**src/rtl/fetch_packet_packer_if.sv**
```systemverilog
// ---------------------------------------------------------------------------
// fetch_packet_packer_if
//   Bundles the fetch-side and buffer-side handshakes of fetch_packet_packer.
//   Signal names keep the packer's point of view (_i into the packer, _o out).
//
//   in_valid_i  / in_ready_o  : fetch packet handshake
//   in_mask_i   [IN_WIDTH]    : sparse slot-valid mask
//   in_data_i   [IN_WIDTH]    : slot data, DATA_WIDTH bits each
//   out_valid_o / out_ready_i : dense burst handshake towards the buffer
//   out_num_o   [CNT_W]       : number of valid lanes in the burst
//   out_data_o  [OUT_WIDTH]   : lanes 0..out_num_o-1 valid, others zero
//
//   modport slave  : the packer itself
//   modport master : whoever drives packets in and consumes bursts (bench)
// ---------------------------------------------------------------------------
interface fetch_packet_packer_if #(
  parameter int IN_WIDTH   = 8,
  parameter int OUT_WIDTH  = 4,
  parameter int DATA_WIDTH = 32
);
  localparam int CNT_W = $clog2(OUT_WIDTH + 1);

  logic                                  in_valid_i;
  logic                                  in_ready_o;
  logic [IN_WIDTH-1:0]                   in_mask_i;
  logic [IN_WIDTH-1:0][DATA_WIDTH-1:0]   in_data_i;
  logic                                  out_valid_o;
  logic                                  out_ready_i;
  logic [CNT_W-1:0]                      out_num_o;
  logic [OUT_WIDTH-1:0][DATA_WIDTH-1:0]  out_data_o;

  modport slave (
    input  in_valid_i, in_mask_i, in_data_i, out_ready_i,
    output in_ready_o, out_valid_o, out_num_o, out_data_o
  );

  modport master (
    output in_valid_i, in_mask_i, in_data_i, out_ready_i,
    input  in_ready_o, out_valid_o, out_num_o, out_data_o
  );
endinterface

```
**src/rtl/fetch_packet_packer.sv**
```systemverilog
// ---------------------------------------------------------------------------
// fetch_packet_packer
//   Compacts fetch packets with an arbitrary slot-valid mask into dense write
//   bursts for the instruction buffer: valid slots are packed from lane 0 in
//   ascending slot order with a lane count. Packets with more valid slots
//   than OUT_WIDTH drain over several bursts. One cycle from accept to burst.
//
// Ports
//   clk          clock
//   rst_n        synchronous active-low reset
//   flush_i      synchronous flush: drops the held and the incoming packet
//   bus          fetch_packet_packer_if.slave (packet in, burst out)
//   stall_cnt_o  (only with PACKER_STALL_CNT_EN) saturating count of cycles
//                with a burst presented but not taken; cleared by rst_n only
//
// Configuration macro: PACKER_STALL_CNT_EN
// ---------------------------------------------------------------------------
module fetch_packet_packer #(
  parameter int IN_WIDTH   = 8,
  parameter int OUT_WIDTH  = 4,
  parameter int DATA_WIDTH = 32
) (
  input  logic                  clk,
  input  logic                  rst_n,
  input  logic                  flush_i,
`ifdef PACKER_STALL_CNT_EN
  output logic [31:0]           stall_cnt_o,
`endif
  fetch_packet_packer_if.slave  bus
);
  localparam int CNT_W  = $clog2(OUT_WIDTH + 1);
  // Ranks run up to IN_WIDTH, so they need more bits than the lane count.
  localparam int RANK_W = $clog2(IN_WIDTH + 1);

  logic [IN_WIDTH-1:0]                 hold_mask_reg;
  logic [IN_WIDTH-1:0][DATA_WIDTH-1:0] hold_data_reg;

  logic [RANK_W-1:0]   rank [IN_WIDTH];  // number of held slots below slot i
  logic [RANK_W-1:0]   pop_cnt;
  logic [IN_WIDTH-1:0] sel_mask;         // slots carried by the current burst
  logic                hold_empty;
  logic                last_burst;
  logic                fire;
  logic                accept;
  logic                in_ready;

  // Prefix popcount: the rank of a held slot is its output lane.
  always_comb begin : rank_calc
    logic [RANK_W-1:0] acc;
    acc = '0;
    for (int i = 0; i < IN_WIDTH; i++) begin
      rank[i] = acc;
      acc     = acc + RANK_W'(hold_mask_reg[i]);
    end
    pop_cnt = acc;
  end

  genvar gi;
  generate
    for (gi = 0; gi < IN_WIDTH; gi++) begin : g_sel
      assign sel_mask[gi] = hold_mask_reg[gi] & (rank[gi] < RANK_W'(OUT_WIDTH));
    end

    // Each lane picks the unique held slot whose rank equals the lane index.
    for (gi = 0; gi < OUT_WIDTH; gi++) begin : g_lane
      logic [DATA_WIDTH-1:0] lane_val;
      always_comb begin
        lane_val = '0;
        for (int i = 0; i < IN_WIDTH; i++) begin
          if (hold_mask_reg[i] && (rank[i] == RANK_W'(gi))) begin
            lane_val = lane_val | hold_data_reg[i];
          end
        end
      end
      assign bus.out_data_o[gi] = lane_val;
    end
  endgenerate

  assign hold_empty = ~|hold_mask_reg;
  assign last_burst = (pop_cnt <= RANK_W'(OUT_WIDTH));

  // Burst side depends on registers only.
  assign bus.out_valid_o = ~hold_empty;
  assign bus.out_num_o   = last_burst ? CNT_W'(pop_cnt) : CNT_W'(OUT_WIDTH);

  assign fire = ~hold_empty & bus.out_ready_i;

  // out_ready_i -> in_ready_o is combinational on purpose: a packet can be
  // taken in the same cycle its predecessor's final burst leaves.
  assign in_ready       = rst_n & ~flush_i & (hold_empty | (fire & last_burst));
  assign bus.in_ready_o = in_ready;
  assign accept         = bus.in_valid_i & in_ready;

  // Flush beats accept (in_ready is already low) and beats the clear; accept
  // overrides the clear because the old packet has fully drained.
  always_ff @(posedge clk) begin
    if (!rst_n) begin
      hold_mask_reg <= '0;
    end else if (flush_i) begin
      hold_mask_reg <= '0;
    end else if (accept) begin
      hold_mask_reg <= bus.in_mask_i;
    end else if (fire) begin
      hold_mask_reg <= hold_mask_reg & ~sel_mask;
    end
  end

  // Data is only observed through the mask, so it needs no reset.
  always_ff @(posedge clk) begin
    if (accept) begin
      hold_data_reg <= bus.in_data_i;
    end
  end

`ifdef PACKER_STALL_CNT_EN
  logic [31:0] stall_cnt_reg;

  always_ff @(posedge clk) begin
    if (!rst_n) begin
      stall_cnt_reg <= '0;
    end else if (~hold_empty && !bus.out_ready_i && (stall_cnt_reg != 32'hFFFF_FFFF)) begin
      stall_cnt_reg <= stall_cnt_reg + 32'd1;
    end
  end

  assign stall_cnt_o = stall_cnt_reg;
`endif

endmodule

```
**src/flat_wrapper.sv**
```systemverilog
// flat-port wrapper written by rule: the top's interface ports become plain ports
module fetch_packet_packer_flat 
#(
  parameter int IN_WIDTH   = 8,
  parameter int OUT_WIDTH  = 4,
  parameter int DATA_WIDTH = 32
)
  (clk, rst_n, flush_i, bus_in_valid_i, bus_in_mask_i, bus_in_data_i, bus_out_ready_i, bus_in_ready_o, bus_out_valid_o, bus_out_num_o, bus_out_data_o);
  fetch_packet_packer_if #(.IN_WIDTH(IN_WIDTH), .OUT_WIDTH(OUT_WIDTH), .DATA_WIDTH(DATA_WIDTH)) bus_i ();
  input  logic clk;
  input  logic rst_n;
  input  logic flush_i;
  input wire logic [$bits(bus_i.in_valid_i)-1:0] bus_in_valid_i;
  input wire logic [$bits(bus_i.in_mask_i)-1:0] bus_in_mask_i;
  input wire logic [$bits(bus_i.in_data_i)-1:0] bus_in_data_i;
  input wire logic [$bits(bus_i.out_ready_i)-1:0] bus_out_ready_i;
  output wire logic [$bits(bus_i.in_ready_o)-1:0] bus_in_ready_o;
  output wire logic [$bits(bus_i.out_valid_o)-1:0] bus_out_valid_o;
  output wire logic [$bits(bus_i.out_num_o)-1:0] bus_out_num_o;
  output wire logic [$bits(bus_i.out_data_o)-1:0] bus_out_data_o;
  assign bus_i.in_valid_i = bus_in_valid_i;
  assign bus_i.in_mask_i = bus_in_mask_i;
  assign bus_i.in_data_i = bus_in_data_i;
  assign bus_i.out_ready_i = bus_out_ready_i;
  assign bus_in_ready_o = bus_i.in_ready_o;
  assign bus_out_valid_o = bus_i.out_valid_o;
  assign bus_out_num_o = bus_i.out_num_o;
  assign bus_out_data_o = bus_i.out_data_o;
  fetch_packet_packer #(.IN_WIDTH(IN_WIDTH), .OUT_WIDTH(OUT_WIDTH), .DATA_WIDTH(DATA_WIDTH)) u_core (.clk(clk), .rst_n(rst_n), .flush_i(flush_i), .bus(bus_i));
endmodule
```
**config.mk**
```make
export PLATFORM = sky130hd
export DESIGN_NAME = fetch_packet_packer_flat
export DESIGN_NICKNAME = d
export VERILOG_FILES = /design/src/rtl/fetch_packet_packer_if.sv /design/src/rtl/fetch_packet_packer.sv /design/src/flat_wrapper.sv
export SDC_FILE = /design/constraint.sdc
export NUM_CORES = 1
export LEC_CHECK = 0
export ABC_AREA = 1
export CORE_ASPECT_RATIO = 1.1
export CORE_MARGIN = 5
export CORE_UTILIZATION = 27
export CTS_BUF_LIST = sky130_fd_sc_hd__clkbuf_2 sky130_fd_sc_hd__clkbuf_4 sky130_fd_sc_hd__clkbuf_8
export DETAILED_ROUTE_END_ITERATION = 16
export HOLD_SLACK_MARGIN = 0.12
export RECOVER_POWER = 50
export SLEW_MARGIN = 20
export SYNTH_ARGS = -nofsm -noshare
export SYNTH_HDL_FRONTEND = slang
export SYNTH_SLANG_ARGS = --single-unit
```
**constraint.sdc**
```tcl
create_clock -name clk -period 7 [get_ports clk]
set_clock_uncertainty 0.15 [all_clocks]
set_input_delay 1.05 -clock clk [delete_from_list [all_inputs] [get_ports clk]]
set_output_delay 1.05 -clock clk [all_outputs]
set_load 0.05 [all_outputs]
```
==> load_flow_metrics.sql <==
INSERT INTO impl_metrics (metric_group, metric, value, unit) VALUES
('floorplanning', 'die_w', '225.8', 'µm'),
('global_routing', 'grt_overflow', '0', ''),
('logic_synthesis', 'ys_async_sr_fraction', '0', '%'),
('layout', 'final_cell_mix', '256 x dlygate4sd3_1, 256 x edfxtp_1, 225 x o21ai_0', ''),
('global_routing', 'via_count_of_the_first_global_routing_pass', '13860', ''),
('logic_synthesis', 'post-synth-top-area-cell', 'edfxtp_1', ''),
('clock_tree', 'post_cts_hold_buffer_count', '0', ''),
('clock_tree', 'clock_latency_reported_for_the_late_side_of_the_worst_skew_pair', '0.60', 'ns'),
('logic_synthesis', 'syn_inst', '1404', ''),
('drt', 'detailroute.wirelength.met3', '6354', 'µm'),
('drt', 'remaining_drc_errors', '0', ''),
('sta', 'highest_clock_rate', '148.4', 'MHz'),
('sta', 'count_of_final_hold_check_violations', '0', ''),
('setup_path', 'worstSetupPathDepth', '14', ''),
('layout', 'layout.cells.non_filler', '2541', ''),
('sta', 'final_setup_viols', '0', ''),
('clock_tree', 'cts.root.buffer_cell', 'clkbuf_8', ''),
('floorplanning', 'initial_core_utilization', '27.14', '%'),
('clock_tree', 'cts_tree', 'yes', ''),
('setup_path', 'endpoint_kind', 'output port', ''),
('drt', 'detail_route.first_pass.iterations', '6', ''),
('drt', 'met2_wirelength', '30060', 'µm'),
('sta', 'finalWorstPathRequiredPeriod', '6.741', 'ns'),
('drt', 'antenna_left', '0', ''),
('clock_tree', 'cts_max_level', '2', ''),
('placement', 'numPortBuffers', '401', ''),
('global_routing', 'gr-usage-all-layers', '21.57', '%'),
('logic_synthesis', 'ys.flop_type', 'edfxtp_1', ''),
('floorplanning', 'die_h', '247.4', 'µm'),
('logic_synthesis', 'ys_ff_latch', '264', ''),
('setup_path', 'r2r_setup_slack', '0.80', 'ns'),
('drt', 'drtIter0Drc', '1461', ''),
('layout', 'drive_above_1_share', '15.45', '%'),
('drt', 'wire_per_inst', '25.17', 'µm'),
('setup_path', 'ff2ff_path_depth', '14', ''),
('layout', 'postLayoutCoreUtil', '39.85', '%'),
('setup_path', 'worstPathArrival', '5.54', 'ns'),
('layout', 'design.final.nets', '2101', ''),
('global_routing', 'grt_start_max_net_pins', '95', ''),
('global_routing', 'antenna_violations_before_repair', '16', ''),
('setup_path', 'crit_path_end', 'bus_out_data_o[99]', ''),
('clock_tree', 'post-cts-setup-buffers', '0', ''),
('sta', 'max_slew_violations', '0', ''),
('sta', 'max_slew_margin', '9.670', '%'),
('setup_path', 'path_class', 'flop to output port', ''),
('setup_path', 'cp_top_family', 'adder cells', ''),
('sta', 'timing.final.crit_share', '96.30', '%'),
('logic_synthesis', 'synth_top_cells_by_area', 'edfxtp_1 56%, o21ai_0 8.1%, a21oi_1 8.0%', ''),
('power_and_ir_drop', 'p_leak', '7.318', 'nW'),
('setup_path', 'slowest_stage', 'nand3_2', ''),
('placement', 'gpl.final_weighted_congestion', '0.8739', ''),
('power_and_ir_drop', 'powerDensity', '180.9', 'nW/µm²'),
('setup_path', 'critical_path.reg2reg.endpoint', 'u_core.hold_data_reg[44]$_DFFE_PP_', ''),
('drt', 'num_vias', '13880', ''),
('layout', 'number_of_flip_flops_under_the_largest_register_name', '256', ''),
('outcome', 'status', 'completed', ''),
('floorplanning', 'io_pins', '402', ''),
('logic_synthesis', 'synthesis.area_per_instance', '9.849', 'µm²'),
('setup_path', 'worstPathMaxFanout', '18', ''),
('setup_path', 'worstSetupStartpointType', 'flop', ''),
('clock_tree', 'cts_num_sinks', '264', ''),
('setup_path', 'worst_setup_startpoint', 'u_core.hold_mask_reg[1]$_SDFFE_PP0P_', ''),
('run', 'maximum_capacitance_violations', '0', ''),
('clock_tree', 'cts-buffers-inserted', '46', ''),
('logic_synthesis', 'post_synth_num_cell_types', '35', ''),
('drt', 'dr.max_layer_used', 'met5', ''),
('min_path', 'worst_hold_path_type', 'flop to flop', ''),
('placement', 'detailed_place_hpwl', '44790', 'µm'),
('sta', 'worst_slew_pin_slew', '1.355', 'ns'),
('drt', 'drt-vias-per-instance', '5.461', ''),
('placement', 'total_instance_count_after_detailed_placement', '2435', '');
-- area by class of cell --
| class | instances | area, µm² | area share (%) |
|---|---|---|---|
| sequential | 264 | 7850 | 38.67 |
| multi-input combinational | 908 | 5206 | 25.64 |
| timing repair buffer | 447 | 4915 | 24.21 |
| tap | 667 | 834.6 | 4.111 |
| clock buffer | 57 | 721.9 | 3.556 |
| inverter | 149 | 561.8 | 2.767 |
| clock inverter | 26 | 155.1 | 0.7642 |
| antenna | 23 | 57.56 | 0.2835 |
-- how the worst min path moves through the flow --
stage | startpoint | endpoint | slack [ns] | cells after the start
after floorplan | u_core.hold_mask_reg[6]$_SDFFE_PP0P_ | u_core.hold_mask_reg[6]$_SDFFE_PP0P_ | 0.34 | 2
after global placement | u_core.hold_mask_reg[1]$_SDFFE_PP0P_ | u_core.hold_mask_reg[1]$_SDFFE_PP0P_ | 0.40 | 2
after detailed placement | u_core.hold_mask_reg[6]$_SDFFE_PP0P_ | u_core.hold_mask_reg[6]$_SDFFE_PP0P_ | 0.41 | 2
after CTS | u_core.hold_mask_reg[6]$_SDFFE_PP0P_ | u_core.hold_mask_reg[6]$_SDFFE_PP0P_ | 0.43 | 2
after global routing | u_core.hold_mask_reg[6]$_SDFFE_PP0P_ | u_core.hold_mask_reg[6]$_SDFFE_PP0P_ | 0.46 | 2
final | u_core.hold_mask_reg[1]$_SDFFE_PP0P_ | u_core.hold_mask_reg[1]$_SDFFE_PP0P_ | 0.42 | 2
-- synth_stat cells (2+ instances only) --
cell,count
a221oi_1,42
ha_1,15
nor2_2,2
nor2_1,48
edfxtp_1,256
o211ai_1,21
o21ai_0,225
o2111ai_1,17
nand3_2,8
nand2_2,9
nor4_2,8
inv_1,144
nand2_1,124
inv_2,4
nand4_1,6
nand3_1,47
a22oi_1,14
nand3b_1,4
o21ai_1,31
buf_6,2
clkbuf_1,59
buf_2,21
o221ai_1,21
dfxtp_1,8
o22ai_1,35
a21oi_1,222
nand3_4,2
nand2_4,2
-- worst min-delay path: stages, from the launching register on --
cell and delay, ns:
dfxtp_1 0.36, nand3_1 0.10, a21oi_1 0.06
-- per-stage QoR --
stage	TNS, ns	setup slack [ns]	hold slack (ns)	cell area (µm²)	power [mW]
final	0	0.2592	0.4187	20300	3.673
after detailed placement	0	0.8157	0.4090	19360	2.323
after floorplan	0	0.2807	0.3409	13830	2.040
after global routing	-0.001589	-0.001589	0.4558	20270	3.811
after global placement	0	0.9376	0.4024	19360	2.318
after CTS	0	0.1297	0.4261	20240	3.737
-- timing repair --
| item | 4_1_cts | 5_1_grt |
|---|---|---|
| resized for setup | 0 | 6 |
| hold endpoints to repair | 0 | 0 |
| setup endpoints to repair | 0 | 6 |
-- layer usage --
layer / track usage [%] / vias to the layer above
met5: 0 / -
met1: 27.77 / 6664
li1: - / 6118
met4: 8.688 / 4
met2: 35.32 / 907
met3: 4.850 / 184
-- logic make-up (layout without fill, tap and decap cells) --
group / after synthesis / count (layout) / share of synthesized area [%]
AOI/OAI and AO/OA: 629 / 629 / 25.91
and+or+nand+nor: 263 / 263 / 9.238
other: 0 / 23 / 0
buffers and inverters: 232 / 679 / 6.596
DFF: 264 / 264 / 56.75
adders and majority gates: 16 / 16 / 1.502
-- power breakdown --
| part | internal [mW] | switching, mW | total (mW) |
|---|---|---|---|
| Combinational | 0.190 | 0.252 | 0.442 |
| Sequential | 1.79 | 0.0269 | 1.82 |
| Clock | 0.721 | 0.688 | 1.41 |
| Total | 2.71 | 0.967 | 3.67 |
No activity file was read; power rests on OpenSTA's default activity.
